### src/rtl/alu_rr_arbiter_pkg.sv
// Shared definitions for the ALU round-robin arbiter: ALU control codes,
// branch-flag meanings and the arbiter state encoding.
package alu_pkg;

    localparam logic [2:0] ALU_ADD = 3'd0;
    localparam logic [2:0] ALU_SUB = 3'd1;
    localparam logic [2:0] ALU_AND = 3'd2;
    localparam logic [2:0] ALU_OR  = 3'd3;
    localparam logic [2:0] ALU_SLT = 3'd5;

    // Meaning of the ALU EQ flag when codes 0-3 are used as branch compares
    localparam logic [2:0] BR_EQ = 3'd0;
    localparam logic [2:0] BR_NE = 3'd1;
    localparam logic [2:0] BR_LT = 3'd2;
    localparam logic [2:0] BR_GE = 3'd3;

    typedef enum logic [1:0] {
        IDLE = 2'd0,
        EXEC = 2'd1,
        RESP = 2'd2
    } arb_state_t;

    function automatic int unsigned id_width(input int unsigned num_req);
        return (num_req > 32'd1) ? $clog2(num_req) : 32'd1;
    endfunction

endpackage

### src/rtl/alu_rr_arbiter_if.sv
// Bundle of requester, ALU and response signals around the shared-ALU arbiter.
// The slave modport is the arbiter; the master modport is its environment.
interface alu_rr_arbiter_if
    import alu_pkg::*;
#(
    parameter int NUM_REQ       = 2,
    parameter int CONTROL_WIDTH = 3,
    parameter int DATA_WIDTH    = 32,
    parameter int ID_WIDTH      = int'(id_width(NUM_REQ))
);

    logic [NUM_REQ-1:0]               req_valid;
    logic [NUM_REQ-1:0]               req_ready;
    logic [NUM_REQ*DATA_WIDTH-1:0]    req_op1;
    logic [NUM_REQ*DATA_WIDTH-1:0]    req_op2;
    logic [NUM_REQ*CONTROL_WIDTH-1:0] req_ctrl;

    logic [DATA_WIDTH-1:0]            alu_op1;
    logic [DATA_WIDTH-1:0]            alu_op2;
    logic [CONTROL_WIDTH-1:0]         alu_ctrl;
    logic [DATA_WIDTH-1:0]            alu_result;
    logic                             alu_eq;

    logic                             rsp_valid;
    logic                             rsp_ready;
    logic [ID_WIDTH-1:0]              rsp_id;
    logic [DATA_WIDTH-1:0]            rsp_result;
    logic                             rsp_eq;

    modport slave (
        input  req_valid, req_op1, req_op2, req_ctrl,
        input  alu_result, alu_eq, rsp_ready,
        output req_ready, alu_op1, alu_op2, alu_ctrl,
        output rsp_valid, rsp_id, rsp_result, rsp_eq
    );

    modport master (
        output req_valid, req_op1, req_op2, req_ctrl,
        output alu_result, alu_eq, rsp_ready,
        input  req_ready, alu_op1, alu_op2, alu_ctrl,
        input  rsp_valid, rsp_id, rsp_result, rsp_eq
    );

endinterface

### src/rtl/alu_rr_arbiter_rr_picker.sv
// Combinational round-robin picker: scans from the slot after ptr_i upward
// with wrap and returns the first requester as one-hot, index and any flag.
module rr_picker #(
    parameter int N  = 2,
    parameter int IW = 1
) (
    input  logic [N-1:0]  req_i,
    input  logic [IW-1:0] ptr_i,
    output logic [N-1:0]  grant_o,
    output logic [IW-1:0] idx_o,
    output logic          any_o
);

    logic [IW-1:0] cand_s;
    logic          hit_s;

    // Priority scan; once any_o is set later candidates can no longer hit
    always_comb begin
        grant_o = '0;
        idx_o   = '0;
        any_o   = 1'b0;
        cand_s  = '0;
        hit_s   = 1'b0;
        for (int k = 1; k <= N; k++) begin
            cand_s          = IW'((int'(ptr_i) + k) % N);
            hit_s           = !any_o && req_i[cand_s];
            grant_o[cand_s] = grant_o[cand_s] | hit_s;
            idx_o           = hit_s ? cand_s : idx_o;
            any_o           = any_o | hit_s;
        end
    end

endmodule

### src/rtl/alu_rr_arbiter.sv
// Round-robin arbiter sharing one combinational ALU among NUM_REQ requesters;
// one operation in flight, response held in a slot until the consumer takes it.
module alu_rr_arbiter
    import alu_pkg::*;
#(
    parameter int NUM_REQ       = 2,
    parameter int CONTROL_WIDTH = 3,
    parameter int DATA_WIDTH    = 32,
    parameter int ID_WIDTH      = int'(id_width(NUM_REQ))
) (
    input logic             clk,
    input logic             rst,
    alu_rr_arbiter_if.slave arb_if
);

    arb_state_t               state_q, state_d;
    logic [ID_WIDTH-1:0]      rr_ptr_q, rr_ptr_d;
    logic [ID_WIDTH-1:0]      pend_id_q, pend_id_d;
    logic [DATA_WIDTH-1:0]    alu_op1_q, alu_op1_d;
    logic [DATA_WIDTH-1:0]    alu_op2_q, alu_op2_d;
    logic [CONTROL_WIDTH-1:0] alu_ctrl_q, alu_ctrl_d;
    logic                     rsp_valid_q, rsp_valid_d;
    logic [ID_WIDTH-1:0]      rsp_id_q, rsp_id_d;
    logic [DATA_WIDTH-1:0]    rsp_result_q, rsp_result_d;
    logic                     rsp_eq_q, rsp_eq_d;

    logic                     can_accept_s;
    logic                     fire_s;
    logic                     pick_any_s;
    logic [NUM_REQ-1:0]       pick_grant_s;
    logic [ID_WIDTH-1:0]      pick_idx_s;
    logic [DATA_WIDTH-1:0]    sel_op1_s;
    logic [DATA_WIDTH-1:0]    sel_op2_s;
    logic [CONTROL_WIDTH-1:0] sel_ctrl_s;

    rr_picker #(
        .N  (NUM_REQ),
        .IW (ID_WIDTH)
    ) u_picker (
        .req_i   (arb_if.req_valid),
        .ptr_i   (rr_ptr_q),
        .grant_o (pick_grant_s),
        .idx_o   (pick_idx_s),
        .any_o   (pick_any_s)
    );

    // The slot frees up in the same cycle the consumer drains it, allowing back-to-back ops
    assign can_accept_s     = (state_q == IDLE) || ((state_q == RESP) && arb_if.rsp_ready);
    assign fire_s           = can_accept_s && pick_any_s;
    assign arb_if.req_ready = can_accept_s ? pick_grant_s : {NUM_REQ{1'b0}};

    // Operand mux selecting the winning requester's slices
    always_comb begin
        sel_op1_s  = '0;
        sel_op2_s  = '0;
        sel_ctrl_s = '0;
        for (int i = 0; i < NUM_REQ; i++) begin
            sel_op1_s  = (pick_idx_s == ID_WIDTH'(i)) ?
                         arb_if.req_op1[i*DATA_WIDTH +: DATA_WIDTH] : sel_op1_s;
            sel_op2_s  = (pick_idx_s == ID_WIDTH'(i)) ?
                         arb_if.req_op2[i*DATA_WIDTH +: DATA_WIDTH] : sel_op2_s;
            sel_ctrl_s = (pick_idx_s == ID_WIDTH'(i)) ?
                         arb_if.req_ctrl[i*CONTROL_WIDTH +: CONTROL_WIDTH] : sel_ctrl_s;
        end
    end

    // Next-state logic for FSM, operand registers and response slot
    always_comb begin
        state_d      = state_q;
        rr_ptr_d     = rr_ptr_q;
        pend_id_d    = pend_id_q;
        alu_op1_d    = alu_op1_q;
        alu_op2_d    = alu_op2_q;
        alu_ctrl_d   = alu_ctrl_q;
        rsp_valid_d  = rsp_valid_q;
        rsp_id_d     = rsp_id_q;
        rsp_result_d = rsp_result_q;
        rsp_eq_d     = rsp_eq_q;

        case (state_q)
            IDLE: begin
                if (fire_s) begin
                    state_d = EXEC;
                end else begin
                    state_d = IDLE;
                end
            end
            EXEC: begin
                rsp_result_d = arb_if.alu_result;
                rsp_eq_d     = arb_if.alu_eq;
                rsp_id_d     = pend_id_q;
                rsp_valid_d  = 1'b1;
                state_d      = RESP;
            end
            RESP: begin
                if (arb_if.rsp_ready) begin
                    rsp_valid_d = 1'b0;
                    state_d     = fire_s ? EXEC : IDLE;
                end else begin
                    state_d     = RESP;
                end
            end
            default: begin
                rsp_valid_d = 1'b0;
                state_d     = IDLE;
            end
        endcase

        if (fire_s) begin
            alu_op1_d  = sel_op1_s;
            alu_op2_d  = sel_op2_s;
            alu_ctrl_d = sel_ctrl_s;
            pend_id_d  = pick_idx_s;
            rr_ptr_d   = pick_idx_s;
        end else begin
            pend_id_d  = pend_id_q;
        end
    end

    // State and datapath registers; pointer resets to the last slot so requester 0 wins first
    always_ff @(posedge clk or posedge rst) begin
        if (rst) begin
            state_q      <= IDLE;
            rr_ptr_q     <= ID_WIDTH'(NUM_REQ - 1);
            pend_id_q    <= '0;
            alu_op1_q    <= '0;
            alu_op2_q    <= '0;
            alu_ctrl_q   <= '0;
            rsp_valid_q  <= 1'b0;
            rsp_id_q     <= '0;
            rsp_result_q <= '0;
            rsp_eq_q     <= 1'b0;
        end else begin
            state_q      <= state_d;
            rr_ptr_q     <= rr_ptr_d;
            pend_id_q    <= pend_id_d;
            alu_op1_q    <= alu_op1_d;
            alu_op2_q    <= alu_op2_d;
            alu_ctrl_q   <= alu_ctrl_d;
            rsp_valid_q  <= rsp_valid_d;
            rsp_id_q     <= rsp_id_d;
            rsp_result_q <= rsp_result_d;
            rsp_eq_q     <= rsp_eq_d;
        end
    end

    assign arb_if.alu_op1    = alu_op1_q;
    assign arb_if.alu_op2    = alu_op2_q;
    assign arb_if.alu_ctrl   = alu_ctrl_q;
    assign arb_if.rsp_valid  = rsp_valid_q;
    assign arb_if.rsp_id     = rsp_id_q;
    assign arb_if.rsp_result = rsp_result_q;
    assign arb_if.rsp_eq     = rsp_eq_q;

endmodule
### src/flat_wrapper.sv
// flat-port wrapper written by rule: the top's interface ports become plain ports
module alu_rr_arbiter_flat import alu_pkg::*;
#(
    parameter int NUM_REQ       = 2,
    parameter int CONTROL_WIDTH = 3,
    parameter int DATA_WIDTH    = 32,
    parameter int ID_WIDTH      = int'(id_width(NUM_REQ))
)
  (clk, rst, arb_if_req_valid, arb_if_req_op1, arb_if_req_op2, arb_if_req_ctrl, arb_if_alu_result, arb_if_alu_eq, arb_if_rsp_ready, arb_if_req_ready, arb_if_alu_op1, arb_if_alu_op2, arb_if_alu_ctrl, arb_if_rsp_valid, arb_if_rsp_id, arb_if_rsp_result, arb_if_rsp_eq);
  alu_rr_arbiter_if #(.NUM_REQ(NUM_REQ), .CONTROL_WIDTH(CONTROL_WIDTH), .DATA_WIDTH(DATA_WIDTH), .ID_WIDTH(ID_WIDTH)) arb_if_i ();
  input logic clk;
  input logic rst;
  input wire logic [$bits(arb_if_i.req_valid)-1:0] arb_if_req_valid;
  input wire logic [$bits(arb_if_i.req_op1)-1:0] arb_if_req_op1;
  input wire logic [$bits(arb_if_i.req_op2)-1:0] arb_if_req_op2;
  input wire logic [$bits(arb_if_i.req_ctrl)-1:0] arb_if_req_ctrl;
  input wire logic [$bits(arb_if_i.alu_result)-1:0] arb_if_alu_result;
  input wire logic [$bits(arb_if_i.alu_eq)-1:0] arb_if_alu_eq;
  input wire logic [$bits(arb_if_i.rsp_ready)-1:0] arb_if_rsp_ready;
  output wire logic [$bits(arb_if_i.req_ready)-1:0] arb_if_req_ready;
  output wire logic [$bits(arb_if_i.alu_op1)-1:0] arb_if_alu_op1;
  output wire logic [$bits(arb_if_i.alu_op2)-1:0] arb_if_alu_op2;
  output wire logic [$bits(arb_if_i.alu_ctrl)-1:0] arb_if_alu_ctrl;
  output wire logic [$bits(arb_if_i.rsp_valid)-1:0] arb_if_rsp_valid;
  output wire logic [$bits(arb_if_i.rsp_id)-1:0] arb_if_rsp_id;
  output wire logic [$bits(arb_if_i.rsp_result)-1:0] arb_if_rsp_result;
  output wire logic [$bits(arb_if_i.rsp_eq)-1:0] arb_if_rsp_eq;
  assign arb_if_i.req_valid = arb_if_req_valid;
  assign arb_if_i.req_op1 = arb_if_req_op1;
  assign arb_if_i.req_op2 = arb_if_req_op2;
  assign arb_if_i.req_ctrl = arb_if_req_ctrl;
  assign arb_if_i.alu_result = arb_if_alu_result;
  assign arb_if_i.alu_eq = arb_if_alu_eq;
  assign arb_if_i.rsp_ready = arb_if_rsp_ready;
  assign arb_if_req_ready = arb_if_i.req_ready;
  assign arb_if_alu_op1 = arb_if_i.alu_op1;
  assign arb_if_alu_op2 = arb_if_i.alu_op2;
  assign arb_if_alu_ctrl = arb_if_i.alu_ctrl;
  assign arb_if_rsp_valid = arb_if_i.rsp_valid;
  assign arb_if_rsp_id = arb_if_i.rsp_id;
  assign arb_if_rsp_result = arb_if_i.rsp_result;
  assign arb_if_rsp_eq = arb_if_i.rsp_eq;
  alu_rr_arbiter #(.NUM_REQ(NUM_REQ), .CONTROL_WIDTH(CONTROL_WIDTH), .DATA_WIDTH(DATA_WIDTH), .ID_WIDTH(ID_WIDTH)) u_core (.clk(clk), .rst(rst), .arb_if(arb_if_i));
endmodule
### config.mk
export PLATFORM = sky130hd
export DESIGN_NAME = alu_rr_arbiter_flat
export DESIGN_NICKNAME = d
export VERILOG_FILES = /design/src/rtl/alu_rr_arbiter_pkg.sv /design/src/rtl/alu_rr_arbiter_if.sv /design/src/rtl/alu_rr_arbiter_rr_picker.sv /design/src/rtl/alu_rr_arbiter.sv /design/src/flat_wrapper.sv
export SDC_FILE = /design/constraint.sdc
export NUM_CORES = 1
export LEC_CHECK = 0
export BUFFER_PORTS_ARGS = -buffer_cell sky130_fd_sc_hd__buf_2
export CORE_AREA = 2 2 108 110
export DETAILED_ROUTE_END_ITERATION = 12
export DIE_AREA = 0 0 110 112
export PLACE_DENSITY = 0.77
export REMOVE_ABC_BUFFERS = 1
export SLEW_MARGIN = 20
export SYNTH_ARGS = -nofsm -noshare
export SYNTH_HDL_FRONTEND = slang
export SYNTH_SLANG_ARGS = --single-unit
### constraint.sdc
create_clock -name clk -period 7.6 [get_ports clk]
set_clock_uncertainty 0.1 [all_clocks]
set_input_delay 1.52 -clock clk [delete_from_list [all_inputs] [get_ports clk]]
set_output_delay 1.52 -clock clk [all_outputs]
set_load 0.05 [all_outputs]
==> results.tsv <==
stage	metric	value	unit
status	status	finished, final reports clean	
placed_design	Area after DPL	5950	µm²
synthesis	syn_area_per_cell	13.7	µm²
placed_design	gpl congestion	0.744	
synthesis	register bit total from synthesis	106	
critical_path	crit path max fanout	5	
route	Initial DRC Count	239	
clock_tree	Root Buffer	clkbuf_16	
synthesis	Seq/Total Area, Yosys	0.578	
global_route	largest net degree at the start of global routing	69	
sta	Slew Limit Fails	0	
sta	achievable frequency	0.253	GHz
synthesis	Synth cell types	27	
cells_and_area	most common cell after layout, fill and taps aside	buf_2	
global_route	vias in the first global route	4054	
synthesis	Synth Cell Area	4590	µm²
critical_path	Worst R2R Path Depth	4	
clock_tree	post-CTS setup repair buffer count	0	
floorplan	# IOs	276	
route	routed wire length	13.1	mm
cells_and_area	fraction of layout cells with a size suffix above 1	0.568	
pwr	Total Power	3420	µW
clock_tree	# hold bufs at CTS	0	
sta	Worst-Margin Slew	0.955	ns
synthesis	Yosys warnings	0	
floorplan	area of the core	11200	µm²
route	drt pass-1 iters	4	
cells_and_area	post-route insts no fill	731	
route	via count	4036	
floorplan	die width	110	µm
critical_path	Data arrival, critical path	2.34	ns
clock_tree	CTS resizes	0	
cells_and_area	synthesis-to-layout area growth	36.3	%
critical_path	Reg2Reg Setup Slack	5.65	ns
cells_and_area	fin area	6260	µm²
clock_tree	CTS tree	done	
cells_and_area	diode count	0	
synthesis	largest area contributor in the netlist	dfrtp_1	
pwr	pwr dens	547	nW/µm²
global_route	all-layer global routing usage	0.212	
sta	Setup TNS	0	ns
pwr	Pleak	0.00289	µW
worst_hold_path	Hold Path Origin	u_core.arb_if.rsp_valid	
route	Post-route DRC	0	
clock_tree	CTS sink count	106	
route	DR WL/cell	17.9	µm
placed_design	IO Port Bufs	275	
synthesis	post-synth top area share	0.572	
pwr	worst vdd ir	362	µV
worst_hold_path	Hold Path Cell Cnt	1	
clock_tree	Clock Latency Late Sink	0.34	ns
synthesis	largest cells by area after synthesis	dfrtp_1 (57%), a2bb2oi_1 (13%), o32ai_1 (13%)	
floorplan	Std-Cell Rows	39	
sta	Period minus WS final	3.96	ns
critical_path	worst r2r dst	u_core.arb_if.alu_ctrl[0]	
floorplan	die area	12300	µm²
route	routed vias/inst	5.52	
sta	# setup viols final	0	
job	max-cap violations	0	
global_route	first-pass GRT wire length	20.1	mm
cells_and_area	most frequent cells in the layout	buf_2 (275), dfrtp_1 (105), o32ai_1 (67), a2bb2oi_1 (67), mux2_2 (31)	
critical_path	Crit Reg-Reg Startpoint	u_core.rr_ptr_q	
clock_tree	clock slew at reported path FFs	0.07	ns
worst_hold_path	Hold EP	u_core.arb_if.rsp_valid	
clock_tree	CTS buffer count	9	
cells_and_area	FILL cells	948	
placed_design	Placed Cells incl. Taps	717	
synthesis	post-synthesis instance total	336	
sta	Rel. slew slack	0.362	
route	Post-DRT Antenna Nets	0	
placed_design	Post-DP HPWL	9.09	mm
clock_tree	CTS H-tree depth	3	
floorplan	die height	112	µm
global_route	initial antenna violation count	0	
critical_path	kind of end point of the critical path	output pin	
critical_path	Crit Path Class	primary input to output pin	
global_route	global route total overflow	0	
floorplan	Initial Utilization	0.411	
worst_hold_path	Worst Hold Class	flip-flop to flip-flop	
critical_path	worst path required time	5.98	ns
sta	Hold Fails Final Rpt	0	
sta	final period utilization	0.521	
sta	RSZ-0062 raised after global routing	false	
critical_path	Setup crit start kind	primary input	
cells_and_area	fin nets	757	
clock_tree	Max clock buf depth	2	
[logic make-up (layout without fill, tap and decap cells)]
kind of cell / Yosys count / in the layout / synth area share
compound gates: 143 / 143 / 0.273
buf+inv: 44 / 296 / 0.0540
simple gates: 9 / 9 / 0.0120
flops: 106 / 106 / 0.578
mux: 34 / 34 / 0.0834
[flip-flops by register name, indices dropped and copies added (netlist names)]
register	cells
u_core.arb_if.alu_op1	32
u_core.arb_if.alu_op2	32
u_core.arb_if.rsp_result	32
u_core.arb_if.alu_ctrl	3
u_core.state_q	2
u_core.arb_if.rsp_eq	1
u_core.arb_if.rsp_id	1
u_core.arb_if.rsp_valid	1
u_core.pend_id_q	1
u_core.rr_ptr_q	1
[stage by stage]
stage           util  setup slack [ns]  hold WS, ns
4_1_cts        0.560              3.64        0.380
3_5_place_dp   0.532              3.63        0.365
3_3_place_gp   0.532              3.68        0.358
2_1_floorplan      -              1.39        0.387
6_report       0.560              3.64        0.375
5_1_grt        0.560              3.59        0.412
[cell usage after synthesis]
library cell and count:
buf_6 7, a31oi_1 2, a21bo_1 1, nor2b_1 1
dfstp_2 1, o21a_1 1, nand2b_2 1, clkbuf_1 12
inv_1 1, nor2_1 2, nor3_1 1, mux2_1 3
a21bo_2 1, nand2_1 2, nor2_4 1, dfrtp_1 105
o32ai_1 67, o211a_4 1, inv_2 2, buf_2 21
and2_4 1, o21ai_0 1, a21o_1 1, buf_4 1
o211ai_1 1, mux2_2 31, a2bb2oi_1 67
[final cells by class]
type	instances	area, µm²	area share
Timing Repair Buffer	279	1410	0.225
Clock buffer	11	243	0.0388
Sequential cell	106	2650	0.424
Clock inverter	3	65.1	0.0104
Inverter	3	13.8	0.00220
Multi-Input combinational cell	186	1700	0.271
Tap cell	143	179	0.0286
[report_power, final]
part	switching (µW)	total, µW	internal, µW
registers	156	998	843
clock network	191	484	294
logic	1390	1940	549
total	1740	3420	1680
[worst max path at each step]
stage | startpoint | end | slack, ns | depth (start not counted)
3_5_place_dp | arb_if_rsp_ready | arb_if_req_ready[0] | 3.63 | 5
5_1_grt | arb_if_rsp_ready | arb_if_req_ready[0] | 3.59 | 5
4_1_cts | arb_if_rsp_ready | arb_if_req_ready[0] | 3.64 | 5
3_3_place_gp | arb_if_rsp_ready | arb_if_req_ready[0] | 3.68 | 5
2_1_floorplan | arb_if_req_valid[1] | arb_if_req_ready[0] | 1.39 | 2
6_report | arb_if_rsp_ready | arb_if_req_ready[0] | 3.64 | 5
[layer usage]
layer / vias to the layer above / share of wire / GRT usage
met4: 0 / 0.010 / 0.0506
met3: 10 / 0.097 / 0.0685
li1: 1866 / - / -
met1: 1960 / 0.39 / 0.253
met5: - / 0 / 0
met2: 200 / 0.50 / 0.366
[worst max-delay path: stages]
cell and delay, ns:
buf_2 0.09, nand2b_2 0.16, nand2_1 0.11, nor3_1 0.16
buf_2 0.28
Note: power is estimated with default switching activity, not from simulation.
